### config.mk
export PLATFORM = sky130hd
export DESIGN_NAME = intc_ctrl
export DESIGN_NICKNAME = d
export VERILOG_FILES = /design/src/rtl/intc_ctrl.sv
export SDC_FILE = /design/constraint.sdc
export NUM_CORES = 1
export LEC_CHECK = 0
export CAP_MARGIN = 20
export CORE_MARGIN = 2
export CORE_UTILIZATION = 40
export CTS_CLUSTER_SIZE = 8
export DETAILED_ROUTE_END_ITERATION = 7
export HOLD_SLACK_MARGIN = 0.03
export PLACE_DENSITY = 0.75
export RECOVER_POWER = 100
export SLEW_MARGIN = 25
export SYNTH_ARGS = -nofsm -noshare
export SYNTH_HDL_FRONTEND = slang
export SYNTH_SLANG_ARGS = --single-unit
### constraint.sdc
create_clock -name clk -period 1.82 [get_ports clk]
set_clock_uncertainty 0.1 [all_clocks]
set_input_delay 0.455 -clock clk [delete_from_list [all_inputs] [get_ports clk]]
set_output_delay 0.455 -clock clk [all_outputs]
set_load 0.005 [all_outputs]
### src/rtl/intc_ctrl.sv
// intc_ctrl: priority interrupt controller with pending/mask/edge registers and ack/EOI handshake
// Optional macro INTC_PREEMPT_EN: a lower-index source may replace int_id while waiting for the ack.
module intc_ctrl #(
    parameter int NSRC = 6
) (
    input  logic            clk,
    input  logic            reset,
    input  logic [3:2]      addr,
    input  logic            we,
    input  logic [31:0]     Din,
    output logic [31:0]     Dout,
    input  logic [NSRC-1:0] irq_in,
    input  logic            int_ack,
    output logic            irq,
    output logic [2:0]      int_id
);
    typedef enum logic [1:0] {IDLE = 2'b00, ARB = 2'b01, REQ = 2'b10, SRV = 2'b11} state_t;

    state_t          state, state_nx;
    logic [NSRC-1:0] pending, mask, edge_mask, irq_prev, act, clr;
    logic [2:0]      lo, id_nx;
    logic            eoi;
    logic            unused_din;

    assign unused_din = ^Din[31:NSRC];
    assign act        = pending & mask;
    assign eoi        = we && addr == 2'd2 && state == SRV;
    assign clr        = (we && addr == 2'd0 ? Din[NSRC-1:0] : '0) |
                        (eoi && edge_mask[int_id] ? NSRC'(1) << int_id : '0);
    assign Dout       = addr == 2'd0 ? 32'(pending) :
                        addr == 2'd1 ? 32'(mask) :
                        addr == 2'd2 ? {22'b0, state, 5'b0, int_id} : 32'(edge_mask);

    // lowest-index enabled pending source wins
    always_comb begin
        lo = 3'd0;
        for (int i = NSRC - 1; i >= 0; i--)
            if (act[i]) lo = 3'(i);
    end

    // handshake sequencing: arbitrate, request, wait for ack, wait for EOI
    always_comb begin
        state_nx = state;
        id_nx    = int_id;
        case (state)
            IDLE: if (|act) state_nx = ARB;
            ARB: begin
                state_nx = |act ? REQ : IDLE;
                if (|act) id_nx = lo;
            end
            REQ:
                if (int_ack) state_nx = SRV;
`ifdef INTC_PREEMPT_EN
                else if (|act && lo < int_id) id_nx = lo;
`endif
                else if (!act[int_id]) state_nx = IDLE;
            SRV: if (eoi) state_nx = IDLE;
            default: state_nx = IDLE;
        endcase
    end

    // state, outputs, software registers and request latching
    always_ff @(posedge clk or negedge reset) begin
        if (!reset) begin
            state     <= IDLE;
            irq       <= 1'b0;
            int_id    <= 3'd0;
            pending   <= '0;
            mask      <= '0;
            edge_mask <= '1;
            irq_prev  <= '0;
        end else begin
            state     <= state_nx;
            irq       <= state_nx == REQ;
            int_id    <= id_nx;
            irq_prev  <= irq_in;
            pending   <= (edge_mask & ((pending & ~clr) | (irq_in & ~irq_prev))) | (~edge_mask & irq_in);
            if (we && addr == 2'd1) mask <= Din[NSRC-1:0];
            if (we && addr == 2'd3) edge_mask <= Din[NSRC-1:0];
        end
    end
endmodule

Yosys cells after proc, flatten, opt, wreduce, memory -nomap -nowiden. Index checks and enable logic that the tools add are counted.

Register bits: 30. Logic and storage cells: 58. Output and inout bits: 36. Input port bits: 44.

Mux-type cells: 21. Reduce and logical (&&, ||, !) cells: 10. Shift operators: 1. Equality and inequality tests: 7. Order comparisons: 1. Bitwise operators: 11.

Operators by type and width (count): $and A6 B6 Y6 (5); $mux W10 (3); $mux W3 (6); $not A6 Y6 (3); $or A6 B6 Y6 (3); $mux W6 (2); $eq A2 B2 Y1 const B (5); $mux W2 (5); $pmux W2 S4 (1); $bmux W1 S3 (2); $logic_and A1 B1 Y1 (6); $reduce_or A6 Y1 (1); $shl A1 B3 Y6 const A (1); $eq A2 B1 Y1 const B (2); $logic_not A2 Y1 (2); $lt A3 B4 Y1 const B (1); $mux W1 (2); $reduce_and A2 Y1 (1).

Depth between registers and ports, before layout. Gate-level depths: netlist of run 1.

Word-level depth: 11. Depth in mapped cells: 6.

Worst setup path after synthesis of run 1. OpenSTA, ideal clock, no wires.

Kind: input to output. Start: input addr[2] (netlist bit). End: output Dout[0]. Stages: 2. Setup slack: 0.147 ns. Data arrival time: 1.118 ns. Cells stage by stage: buf_6 > mux4_1.

Longest elaborated chain between the ends: 4.

RTL lines: from (decl) (RTL line 8) `input logic [3:2] addr,`; $eq A2 B2 Y1 (RTL line 32) `addr == 2'd2 ? {22'b0, state, 5'b0, int_id} : 32'(edge_mask);`; $mux W10 (RTL line 32); $mux W10 (RTL line 31) `addr == 2'd1 ? 32'(mask) :`; $mux W10 * (RTL line 30) `assign Dout = addr == 2'd0 ? 32'(pending) :`; to (decl) (RTL line 11) `output logic [31:0] Dout,`.

Mark *: on every way between the ends. The rest lies on a longest branch, timed or not.

Worst setup path in the final report of run 1.
Start: register int_id[2]. End: output Dout[2].

Longest elaborated chain between the ends: 3.

RTL lines: from (decl) (RTL line 15) `output logic [2:0] int_id`; from (signal assigned) (RTL line 75) `int_id <= id_nx;`; $mux W10 (RTL line 32); $mux W10 (RTL line 31); $mux W10 (RTL line 30).

No other way between the ends.

==> results of run 1 <==
[final cells by class]
type                    count  area (µm²)
clock buffers               6       82.58
multi-input cells         118       853.3
well taps                  52       65.06
clock inverters             2       60.06
repair buffers             75       610.6
inverters                   2       7.507
fillers                   362        1827
flip-flops and latches     30       758.2
[what timing repair did]
item                                    CTS  global route
endpoints found under the setup margin   17            14
buffers inserted                         12             5
pin swaps                                 0             3
resized for setup                        56            12
[worst max-delay path by stage]
stage | cells after the start | endpoint | slack, ps
finish | 2 | Dout[2] | -20
global route | 2 | Dout[2] | -70
CTS | 7 | Dout[1] | -150
detailed placement | 4 | Dout[1] | -850
global placement | 4 | Dout[1] | -830
floorplan | 2 | Dout[0] | 150
[registers in the layout (all words and copies together), names as in the netlist]
signal / cells
irq_prev: 6
state: 2
pending: 6
mask: 6
irq: 1
int_id: 3
edge_mask: 6
[power by group]
group | switching [W] | internal, W
Sequential | 0.000108 | 0.000829
Clock | 0.000261 | 0.000584
Combinational | 0.000553 | 0.000612
Total | 0.000922 | 0.00202
[layout by cell type, fill, tap and decap left out, types with 2 or more instances in the layout]
cell type and instances:
dfrtp_1 24, buf_4 33, buf_8 2, buf_2 8, conb_1 24, mux2_4 3, bufinv_16 2, a221oi_1 2
a22o_1 7, nand3b_1 4, buf_6 7, mux4_2 3, dlygate4sd3_1 9, clkbuf_1 2, a21oi_1 7, inv_1 2
nor2_1 4, clkdlybuf4s50_1 7, dfstp_2 6, nand2_1 22, a21o_1 3, mux2_2 14, clkbuf_8 6, clkbuf_2 4
nand3_1 3, dlygate4sd2_1 3
[logic make-up (layout without fill, tap and decap cells)]
group | Yosys count | in the layout
AND/OR/NAND/NOR | 43 | 43
buffers and inverters | 31 | 85
AO/OA/AOI/OAI | 30 | 30
flip-flops | 30 | 30
multiplexers | 21 | 21
other | 1 | 24
[worst reg2reg max path, stage by stage, from the launching register on]
cell,delay [ps]
dfrtp_1,390
clkbuf_1,160
a22o_1,260
nand3b_1,230
o21ai_4,260
mux2_4,320
[routing by layer]
| metal | global-route usage [%] | vias to the layer above |
|---|---|---|
| met2 | 31.43 | 70 |
| met4 | 10.90 | 0 |
| met5 | 0 | - |
| met3 | 5.483 | 14 |
| met1 | 24.65 | 727 |
| li1 | - | 671 |
[synth_stat cells]
library cell and count:
and2b_1 1, dfstp_2 6, a41o_1 1, nand3b_4 2, buf_6 1, a22o_1 7, buf_4 25, nand2b_1 1
nand4b_1 1, o31ai_1 1, mux2_2 17, a21oi_1 7, inv_1 2, clkbuf_1 2, nand3b_1 3, o21ai_0 1
buf_2 1, a32oi_1 1, nand4_1 1, a221oi_1 2, nand2_1 22, a21boi_1 1, a31o_1 1, mux4_1 3
and2_1 1, a22oi_1 1, o2111ai_1 1, nor3_2 1, nor2_1 4, o21ai_2 1, o311ai_0 1, and3b_1 1
a21o_1 3, nand3_1 3, mux2i_1 1, conb_1 1, dfrtp_1 24, o211ai_1 1, and3_1 1, nor4_4 1
[through the flow]
step           total power (W)  util [%]
2_1_floorplan         0.001520         -
3_3_place_gp          0.001986     52.38
3_5_place_dp          0.002004     52.38
4_1_cts               0.002890     57.34
5_1_grt               0.003106     57.16
6_report              0.002947     57.16
==> flow_summary.toml, run 1 <==
[sta]
fin_setup_tns_ps = -74.72
period_share_pct = 101.4
setup_ws_ps = -24.89
finalHoldViolCount = 0
setup_viol = 7
drv_slew = 0
hold_ws_ps = 439.5
rsz0062_at_grt = "yes"
fmax_mhz = 542.0
slew-limit-headroom_pct = 49.63
period_needed_ps = 1845
worst_pin_slew_ps = 755.5

[setup_path]
critPathMaxStageDelay_ps = 460
critPathSlowestCell = "mux4_2"
cp_cell_sequence = "mux4_2, buf_2"
cp.arrival_ps = 1290
r2r_end = "int_id[1]"
path_max_fanout = 2
r2r_setup_slack_ps = -10
required_ps = 1260
crit_family = "multiplexers"
timing.critical_path.buf_inv = 1
endpoint_kind = "primary output"
worstSetupPathType = "reg -> out"
timing.rr.start = "mask[1]"
cp-startpoint = "int_id[2]"
crit_path_start_kind = "flip-flop"
reg2reg_depth = 5

[clock_network]
ctsHoldBuffers = 0
cts_root_buf = "clkbuf_8"
insertion_delay_ps = 290
cts_sinks = 30
htreeDepth = 2
tritoncts = "built"
clock_path_buffers = 2
cts_buffers = 5
path_clk_slew_ps = 60

[placed_design]
dp_slack_ps = -848.4
place_area_um2 = 2233
hpwl_mm = 2.994
place.gp.congestion = 0.8943
place_inst = 264
portBuffers = 29

[drt]
drt-pass1-iter-count = 4
detail-route-antenna-nets = 0
wl_met2_mm = 2.335
wl_met1_mm = 1.836
drt_iter0_markers = 112
route.detailed.drc = 0
wl_per_cell_um = 16.34
wl_met3_um = 340
highest_layer = "met4"
dr_total_vias = 1482
wl_mm = 4.656
via_per_inst = 5.200

[synth]
synth_top_area_share_pct = 34.46
synth-adder-area-share_pct = 0
ys_warn_count = 0
yosysUniqueCellTypes = 40
synth-compound-area-share_pct = 12.92
synthXorXnorAreaFrac_pct = 0
muxShareOfSynthArea_pct = 16.08
synth_top_family_by_area = "multiplexers"
synth_seq_cells = 30
syn_area_per_cell_um2 = 11.17
synth_top_area_cell = "dfrtp_1"
synth.area.top_cells = "dfrtp_1 34%, mux2_2 11%, buf_4 11%"
ys_seq_area_share_pct = 43.50
synth_area_um2 = 1743
synthCells = 156
yosys.area_share.simple_pct = 14.72

[floorplanning]
die_h_um = 70.01
chipWidth_um = 70.01
initial_core_util_pct = 40.87
pin_count = 80
row_count = 24
core_area_um2 = 4264
dieArea_um2 = 4901

[pwr]
p_leak_nw = 1.181
vdd_drop_max_mv = 0.4248
power_density_nw_per_um2 = 1209

[finish]
antennaDiodeCount = 0
fin_nets = 276
syn_to_final_growth_pct = 39.84
final_layout_size_suffix_gt1_share_pct = 39.91
finalNonFillerCells = 285
stdcell_area_um2 = 2437

[min_path]
holdCritStartpoint = "irq_prev[3]"
min-delay-path-class = "reg -> reg"
min_to = "pending[3]"
whs_path_depth = 3

[global_route]
grt_pass1_vias = 1468
grt_start_max_net_pins = 31
grt-ovfl-total = 0
antenna_found_initial = 0
track_usage_pct = 19.91
grt_pass1_wl_mm = 7.410

[status]
violations = "setup timing"
status = "finished with violations"

[run]
maxCapViolations = 0
(Power assumes the default switching activity.)
==> run 2: changes to the inputs <==
- CAP_MARGIN: 20 -> default
==> results of run 2 <==
Final layout, timing and power as in run 1 (identical DEF).
